**src/rtl/hack_fetch_if.sv**
```systemverilog
// hack_fetch_if: fetch-unit bus bundling the ROM read port, the decoder handshake and the redirect/halt controls.
interface hack_fetch_if #(parameter int ADDR_W = 15);
  logic [ADDR_W-1:0] rom_addr;
  logic              rom_req;
  logic [15:0]       rom_data;
  logic [15:0]       instr;
  logic [ADDR_W-1:0] instr_pc;
  logic              instr_valid;
  logic              instr_ready;
  logic              jump;
  logic [ADDR_W-1:0] jump_target;
  logic              halt;
  modport master (
    output rom_addr, rom_req, instr, instr_pc, instr_valid,
    input  rom_data, instr_ready, jump, jump_target, halt
  );
  modport slave (
    input  rom_addr, rom_req, instr, instr_pc, instr_valid,
    output rom_data, instr_ready, jump, jump_target, halt
  );
endinterface

```
**src/rtl/hack_fetch_unit.sv**
```systemverilog
// hack_fetch_unit: non-pipelined Hack instruction fetch with fixed-latency ROM, valid/ready output and jump redirect.
// Optional HACK_FETCH_PERF_EN adds a saturating fetch_count of accepted instructions.
module hack_fetch_unit #(
  parameter int                ADDR_W      = 15,
  parameter int                ROM_LATENCY = 1,
  parameter logic [ADDR_W-1:0] RESET_PC    = '0
) (
  input  logic            clk,
  input  logic            rst,
  hack_fetch_if.master    io_fetch
`ifdef HACK_FETCH_PERF_EN
  ,
  output logic [15:0]     fetch_count
`endif
);
  localparam logic [1:0] ISSUE  = 2'd0;
  localparam logic [1:0] WAIT   = 2'd1;
  localparam logic [1:0] HOLD   = 2'd2;
  localparam logic [1:0] LAT_M1 = 2'(ROM_LATENCY - 1);

  logic [ADDR_W-1:0] r_pc;
  logic [1:0]        r_state;
  logic [1:0]        r_cnt;
  logic [15:0]       r_instr;
  logic [ADDR_W-1:0] r_instr_pc;
  logic              r_valid;

  always_ff @(posedge clk or posedge rst)
    if (rst) begin
      r_pc       <= RESET_PC;
      r_state    <= ISSUE;
      r_cnt      <= '0;
      r_instr    <= '0;
      r_instr_pc <= '0;
      r_valid    <= 1'b0;
    end else if (io_fetch.jump) begin
      r_pc    <= io_fetch.jump_target;
      r_valid <= 1'b0;
      r_cnt   <= '0;
      r_state <= ISSUE;
    end else if (r_state == ISSUE) begin
      if (!io_fetch.halt) begin
        r_cnt   <= LAT_M1;
        r_state <= WAIT;
      end
    end else if (r_state == WAIT) begin
      if (r_cnt == '0) begin
        r_instr    <= io_fetch.rom_data;
        r_instr_pc <= r_pc;
        r_valid    <= 1'b1;
        r_state    <= HOLD;
      end else
        r_cnt <= r_cnt - 1'b1;
    end else if (r_state == HOLD) begin
      if (io_fetch.instr_ready) begin
        r_pc    <= r_pc + 1'b1;
        r_valid <= 1'b0;
        r_state <= ISSUE;
      end
    end else
      r_state <= ISSUE;

  assign io_fetch.rom_addr    = r_pc;
  assign io_fetch.rom_req     = ~rst & (r_state == ISSUE) & ~io_fetch.halt;
  assign io_fetch.instr       = r_instr;
  assign io_fetch.instr_pc    = r_instr_pc;
  assign io_fetch.instr_valid = r_valid;

`ifdef HACK_FETCH_PERF_EN
  logic [15:0] r_fc;
  // r_valid is only ever set in HOLD, so valid & ready is exactly the handshake, jump or not
  always_ff @(posedge clk or posedge rst)
    if (rst)
      r_fc <= '0;
    else if (r_valid && io_fetch.instr_ready && r_fc != 16'hFFFF)
      r_fc <= r_fc + 1'b1;
  assign fetch_count = r_fc;
`endif
endmodule

```
**src/flat_wrapper.sv**
```systemverilog
// flat-port wrapper written by rule: the top's interface ports become plain ports
module hack_fetch_unit_flat 
#(
  parameter int                ADDR_W      = 15,
  parameter int                ROM_LATENCY = 1,
  parameter logic [ADDR_W-1:0] RESET_PC    = '0
)
  (clk, rst, io_fetch_rom_addr, io_fetch_rom_req, io_fetch_instr, io_fetch_instr_pc, io_fetch_instr_valid, io_fetch_rom_data, io_fetch_instr_ready, io_fetch_jump, io_fetch_jump_target, io_fetch_halt);
  hack_fetch_if #(.ADDR_W(ADDR_W)) io_fetch_i ();
  input  logic clk;
  input  logic rst;
  output wire logic [$bits(io_fetch_i.rom_addr)-1:0] io_fetch_rom_addr;
  output wire logic [$bits(io_fetch_i.rom_req)-1:0] io_fetch_rom_req;
  output wire logic [$bits(io_fetch_i.instr)-1:0] io_fetch_instr;
  output wire logic [$bits(io_fetch_i.instr_pc)-1:0] io_fetch_instr_pc;
  output wire logic [$bits(io_fetch_i.instr_valid)-1:0] io_fetch_instr_valid;
  input wire logic [$bits(io_fetch_i.rom_data)-1:0] io_fetch_rom_data;
  input wire logic [$bits(io_fetch_i.instr_ready)-1:0] io_fetch_instr_ready;
  input wire logic [$bits(io_fetch_i.jump)-1:0] io_fetch_jump;
  input wire logic [$bits(io_fetch_i.jump_target)-1:0] io_fetch_jump_target;
  input wire logic [$bits(io_fetch_i.halt)-1:0] io_fetch_halt;
  assign io_fetch_rom_addr = io_fetch_i.rom_addr;
  assign io_fetch_rom_req = io_fetch_i.rom_req;
  assign io_fetch_instr = io_fetch_i.instr;
  assign io_fetch_instr_pc = io_fetch_i.instr_pc;
  assign io_fetch_instr_valid = io_fetch_i.instr_valid;
  assign io_fetch_i.rom_data = io_fetch_rom_data;
  assign io_fetch_i.instr_ready = io_fetch_instr_ready;
  assign io_fetch_i.jump = io_fetch_jump;
  assign io_fetch_i.jump_target = io_fetch_jump_target;
  assign io_fetch_i.halt = io_fetch_halt;
  hack_fetch_unit #(.ADDR_W(ADDR_W), .ROM_LATENCY(ROM_LATENCY), .RESET_PC(RESET_PC)) u_core (.clk(clk), .rst(rst), .io_fetch(io_fetch_i));
endmodule
```
**config.mk**
```make
export PLATFORM = sky130hd
export DESIGN_NAME = hack_fetch_unit_flat
export DESIGN_NICKNAME = d
export VERILOG_FILES = /design/src/rtl/hack_fetch_if.sv /design/src/rtl/hack_fetch_unit.sv /design/src/flat_wrapper.sv
export SDC_FILE = /design/constraint.sdc
export NUM_CORES = 1
export LEC_CHECK = 0
export CAP_MARGIN = 20
export CORE_MARGIN = 1.5
export CORE_UTILIZATION = 40
export CTS_BUF_LIST = sky130_fd_sc_hd__clkbuf_16
export CTS_CLUSTER_SIZE = 30
export DETAILED_ROUTE_END_ITERATION = 10
export PLACE_DENSITY = 0.83
export SYNTH_ARGS = -nofsm -noshare
export SYNTH_HDL_FRONTEND = slang
export SYNTH_SLANG_ARGS = --single-unit
```
**constraint.sdc**
```tcl
create_clock -name clk -period 4.8 [get_ports clk]
set_clock_uncertainty 0.05 [all_clocks]
set_input_delay 0.96 -clock clk [delete_from_list [all_inputs] [get_ports clk]]
set_output_delay 0.96 -clock clk [all_outputs]
set_load 0.02 [all_outputs]
```
Word-level counts from Yosys, hierarchy flattened

Index checks and enable logic that the tools add are counted.

Memories kept: 0
Bits in registers: 51
Bits in read-only memories: 0
RAM bits: 0
Logic and storage cells: 58
Latch bits: 0
Output and inout port bits: 48

Bitwise gates (word level): 6
Div/mod/pow operators: 0
Order comparisons: 0
Equality and inequality tests: 9
Mux-type cells: 23
$mul: 0
Shift operators: 0
Add/sub/neg operators: 2
Reduce and logical (&&, ||, !) cells: 12

Operators by type and width:

| kind                  | number |
|---|---|
| $mux 15               | 5 |
| $mux 2                | 12 |
| $add 15x1->15 const B | 1 |
| $reduce_and 4->1      | 3 |
| $reduce_bool 3->1     | 3 |
| $mux 1                | 6 |
| $ne 3x3->1 const B    | 2 |
| $reduce_and 3->1      | 2 |
| $ne 5x3->1 const B    | 1 |
| $logic_not 2->1       | 2 |
| $ne 2x2->1 const B    | 2 |
| $ne 4x3->1 const B    | 1 |
| $not 1->1             | 4 |
| $reduce_bool 2->1     | 2 |
| $ne 3x2->1 const B    | 1 |
| $and 1x1->1           | 2 |
| $eq 2x1->1 const B    | 1 |
| $eq 2x2->1 const B    | 1 |
| $sub 2x1->2 const B   | 1 |

Depth between registers and ports, before layout

Word-level depth: 6
Gate-level depth with buffers: 6

Worst setup path after synthesis

OpenSTA, ideal clock, no wires.

Kind: input -> output
Start point: input port io_fetch_halt
End point: output port io_fetch_rom_req
Path slack: 2.156 ns
Data required time: 3.790 ns
Data arrival time: 1.634 ns
Stages: 1
Cell sequence: nor4_1

Longest elaborated chain between the ends: 2

RTL lines:

| element            | line                  | text |
|---|---|---|
| start: declaration | flat_wrapper.sv:21    | `input wire logic [$bits(io_fetch_i.halt)-1:0] io_fetch_halt;` |
| $not 1->1          | hack_fetch_unit.sv:64 | `assign io_fetch.rom_req = ~rst & (r_state == ISSUE) & ~io_fetch.halt;` |
| $and 1x1->1        | hack_fetch_unit.sv:64 |  |
| end: declaration   | flat_wrapper.sv:13    | `output wire logic [$bits(io_fetch_i.rom_req)-1:0] io_fetch_rom_req;` |

Every way passes these cells.

Worst setup path in the final report

Ends and elaborated chain as after synthesis.

==> flow_results.org <==
** Final layout
- After routing the design area is 3406 µm².
- Commonest non-fill, non-tap cell in the layout :: clkdlybuf4s50_1
- Final std cells w/o fill :: 350
- Net count, final :: 315
- The repair_antennas step left the layout with diodes totalling 0.
- The library cells used most frequently in the layout, excluding fill and tap cells, are clkdlybuf4s50_1, dfrtp_1, mux2_2, nand2_1, o21ai_0.
- Fraction of layout cells with a size suffix above 1 :: 0.1727
- The area growth from synthesis to layout is 43.34%.

** Critical path
- Kind of end point of the critical path :: output pin
- Max FO, Critical Path :: 2
- Data required time at the worst endpoint :: 3.79 ns
- On the worst path, the slowest cell contributes a delay of 0.66 ns.
- The worst register-to-register path begins at u_core.r_cnt[0].
- Worst path buffer plus inverter count :: 2
- Broken down by cell family, the worst path's largest delay share belongs to buffers and inverters.
- Across all register-to-register paths, the minimum setup slack is 2.53 ns.
- The worst register-to-register path has a depth of 6.
- The worst setup path is launched from a primary input.
- Among all stages on the critical path, the largest delay is contributed by clkdlybuf4s50_1.
- STA puts the critical path data arrival time at around 2.3 ns.
- The most numerous cell type found on the critical path is clkdlybuf4s50_1.
- Crit Path Class :: in -> out
- The critical path goes through clkdlybuf4s50_1, nor4_1, clkdlybuf4s50_1.
- Reg-to-Reg End :: u_core.io_fetch.instr_pc[8]

** Global route
- GRT Util Overall :: 0.1688
- After global routing the overflow that remains totals 0.
- Entering global routing, the biggest net connects 52 pins.
- First-pass GRT wire length :: approximately 8.5 mm
- Initial antenna violation count :: 0
- Number of global-route vias before repair :: 1,915

** Power
- Of the total power, the share spent switching nets is 0.3121.
- Leak pwr :: 0.001409 µW
- For this design the total switching power over the nets is around 470 µW.
- Largest voltage drop on the vdd net :: ~350 µV
- The share of total power dissipated in the clock network is 0.222.
- For this design the ratio of total power to cell area is 443.3 nW/µm².
- The share of total power dissipated in combinational logic is 0.371.
- Final Power :: 1510 µW
- Cell internal power was estimated by the tool at 1039 µW.
- The share of total power dissipated in sequential elements is 0.407.

** Detailed routing
- DR DRC count :: 0
- In this run, the number of DRC markers left after iteration 0 of detailed routing was 85.
- Dividing the detail-routed wire length by the instance count gives 14.20 µm.
- Using the TritonRoute via totals, the vias-per-cell ratio works out to roughly 5.1.
- Once detail routing completed, the nets flagged for antenna violations numbered 0.
- First-pass iteration count of the detailed router :: 4
- After detailed routing, the total wire length is 4.971 mm.
- Routed vias :: 1,775

** Yosys
- Primary flip-flop cell chosen by synthesis mapping :: dfrtp_1
- In this run, synthesis inferred 0 flip-flops with an integrated enable.
- For this run, the number of Yosys warnings is 0.
- Number of library cell types mapped by synthesis :: 41
- Counting every instance in the synthesized netlist gives between 150 and 200.
- Yosys reg bits :: 51
- The synthesized design spends more area on one cell type than any other, namely dfrtp_1.
- The number of nets handed over by synthesis was between 200 and 250.
- Top area cells in the synthesized netlist :: dfrtp_1, mux2_2, nand2_1
- Post-synthesis async set-or-reset flop share :: 1.000
- The share of synthesized area in the top cell type comes to 0.5371.
- Share of the yosys chip area belonging to registers :: 0.5371
- The cell area that synthesis handed to floorplanning was between 2000 and 2500 µm².
- Syn Area/Cell :: 12.25 µm²

** Hold path
- For hold timing, the worst endpoint is u_core.io_fetch.instr_pc[11].
- Cell depth of the worst hold path :: 1
- Path type of the worst min-delay path :: reg -> reg
- The startpoint identified for the worst hold timing path is u_core.io_fetch.instr_pc[11].

** Place
- Placed cell area :: 3246 µm²
- In this run, placement finished with an instance count of 341.
- Half-perimeter wire length after placement :: 3.614 mm
- Routability congestion estimate from global placement :: 0.7071
- Number of port buffers :: 83

** STA
- Setup repair after global routing left no endpoint under its margin.
- Tightest slew margin relative to the limit :: 0.6884
- Post-route minimum period :: 3.292 ns
- Timing would allow up to 303.8 MHz.
- Setup total negative slack on the finished layout was measured at 0 ns.
- Setup Viol. Count Final :: 0
- The count of final hold-check violations came to 0.
- The final count of pins violating max slew came to 0.
- Actual transition at the worst max-transition pin :: ~0.47 ns
- Of the available clock period, the critical path in the final layout requires 0.6858.

** Clocking
- Gates resized during post-CTS repair numbered 0.
- Clock insertion delay at the later pin of the skew report :: between 0.2 and 0.3 ns
- The H-tree was split into 2 levels.
- Library cell used as clock root buffer :: clkbuf_16
- The clock net in this run drives a total of 51 sinks.
- Clock-pin slew was measured on the worst setup and hold paths at 0.06 ns.
- Counting along the longest clock path gives a buffer depth of 2.
- TritonCTS clock tree :: done
- Hold repair after CTS inserted 0 buffers.
- Once the clock tree was built, the setup fixing pass inserted 0 buffers.
- Clock tree synthesis inserted a total of 5 buffers.

** Floorplanning
- Die span in x :: 80.07 µm
- Area of the die :: 6411 µm²
- The die is about 80 µm tall.
- In this run the count of I/O pins placed on the die edge is 84.
- Area of the core :: roughly 5600 µm²
- The initial utilization of the core area, before any placement, comes to 0.4237.
- Row count :: 27

** Job
- The tool flagged a number of max-cap violations equal to 0.

** Outcome
- The run finished with clean final reports.
## flip-flops by register name, summed over array words and instances, names as in the netlist
name                         cells
u_core.io_fetch.rom_addr        15
u_core.io_fetch.instr_valid      1
u_core.io_fetch.instr_pc        15
u_core.r_cnt                     2
u_core.r_state                   2
u_core.io_fetch.instr           16
## worst reg2reg max path, cell delays in order, from the launching register on
cell     delay [ns]
dfrtp_1        0.40
inv_1          0.07
ha_1           0.26
nor2b_4        0.20
nor3b_4        0.37
buf_4          0.41
mux2_2         0.40
## kinds of logic after synthesis
kind of cell	count (synthesis)	share of synthesized area
XOR/XNOR	11	0.04055
buffers and inverters	17	0.03897
AO/OA/AOI/OAI	26	0.06846
multiplexers	32	0.1511
adder cells (fa/ha/maj)	2	0.01053
flip-flops	51	0.5371
AND/OR/NAND/NOR	55	0.1532
## power groups by stage
stage	Sequential [µW]	Clock, µW	Combinational (µW)
6_report	615	335	560
5_1_grt	633	371	596
4_1_cts	618	344	567
3_5_place_dp	626	0	565
3_3_place_gp	616	0	554
2_1_floorplan	752	0	147
## metal layers
layer,part of all wire,GRT usage,vias to the layer above
met5,0,0,-
met4,0.011,0.04655,0
met3,0.087,0.05795,6
met2,0.50,0.3034,62
met1,0.40,0.1885,857
li1,-,-,850
## final cells by class
class                           instances  area (µm²)
Multi-Input combinational cell        126        1007
Timing Repair Buffer                   86       865.8
Sequential cell                        51        1276
Clock inverter                          3       15.01
Clock buffer                            5       125.1
Inverter                                7       26.28
Tap cell                               72       90.09
Fill cell                             459        2202
## worst max-delay path by stage
stage	startpoint	to	slack, ns	cells after the start
after floorplan	io_fetch_halt	io_fetch_rom_req	2.16	1
after global placement	io_fetch_halt	io_fetch_rom_req	1.54	3
after detailed placement	io_fetch_halt	io_fetch_rom_req	1.51	3
after CTS	io_fetch_halt	io_fetch_rom_req	1.51	3
after global routing	io_fetch_halt	io_fetch_rom_req	1.44	3
final	io_fetch_halt	io_fetch_rom_req	1.51	3
## per-stage QoR
stage | utilization | hold slack (ns) | setup WS [ns]
2_1_floorplan | - | 0.4568 | 2.156
3_3_place_gp | 0.5788 | 0.4158 | 1.545
3_5_place_dp | 0.5788 | 0.4321 | 1.512
4_1_cts | 0.6037 | 0.4463 | 1.512
5_1_grt | 0.6073 | 0.4614 | 1.436
6_report | 0.6073 | 0.4367 | 1.508
## cells in the mapped netlist (2+ instances only)
| cell type | n |
|---|---|
| buf_6 | 3 |
| xnor2_1 | 8 |
| dfrtp_1 | 51 |
| a211oi_1 | 2 |
| o21ai_1 | 2 |
| mux2_1 | 4 |
| mux2_2 | 27 |
| buf_2 | 2 |
| xor2_1 | 3 |
| nand4_1 | 3 |
| nand3_1 | 4 |
| nor4_1 | 3 |
| nor2_1 | 7 |
| nand2_1 | 19 |
| and3b_1 | 2 |
| inv_1 | 7 |
| ha_1 | 2 |
| clkbuf_1 | 4 |
| a2bb2oi_1 | 2 |
| nor3_1 | 6 |
| o21ai_0 | 10 |
| a21oi_1 | 4 |
No activity file was read; power rests on OpenSTA's default activity.
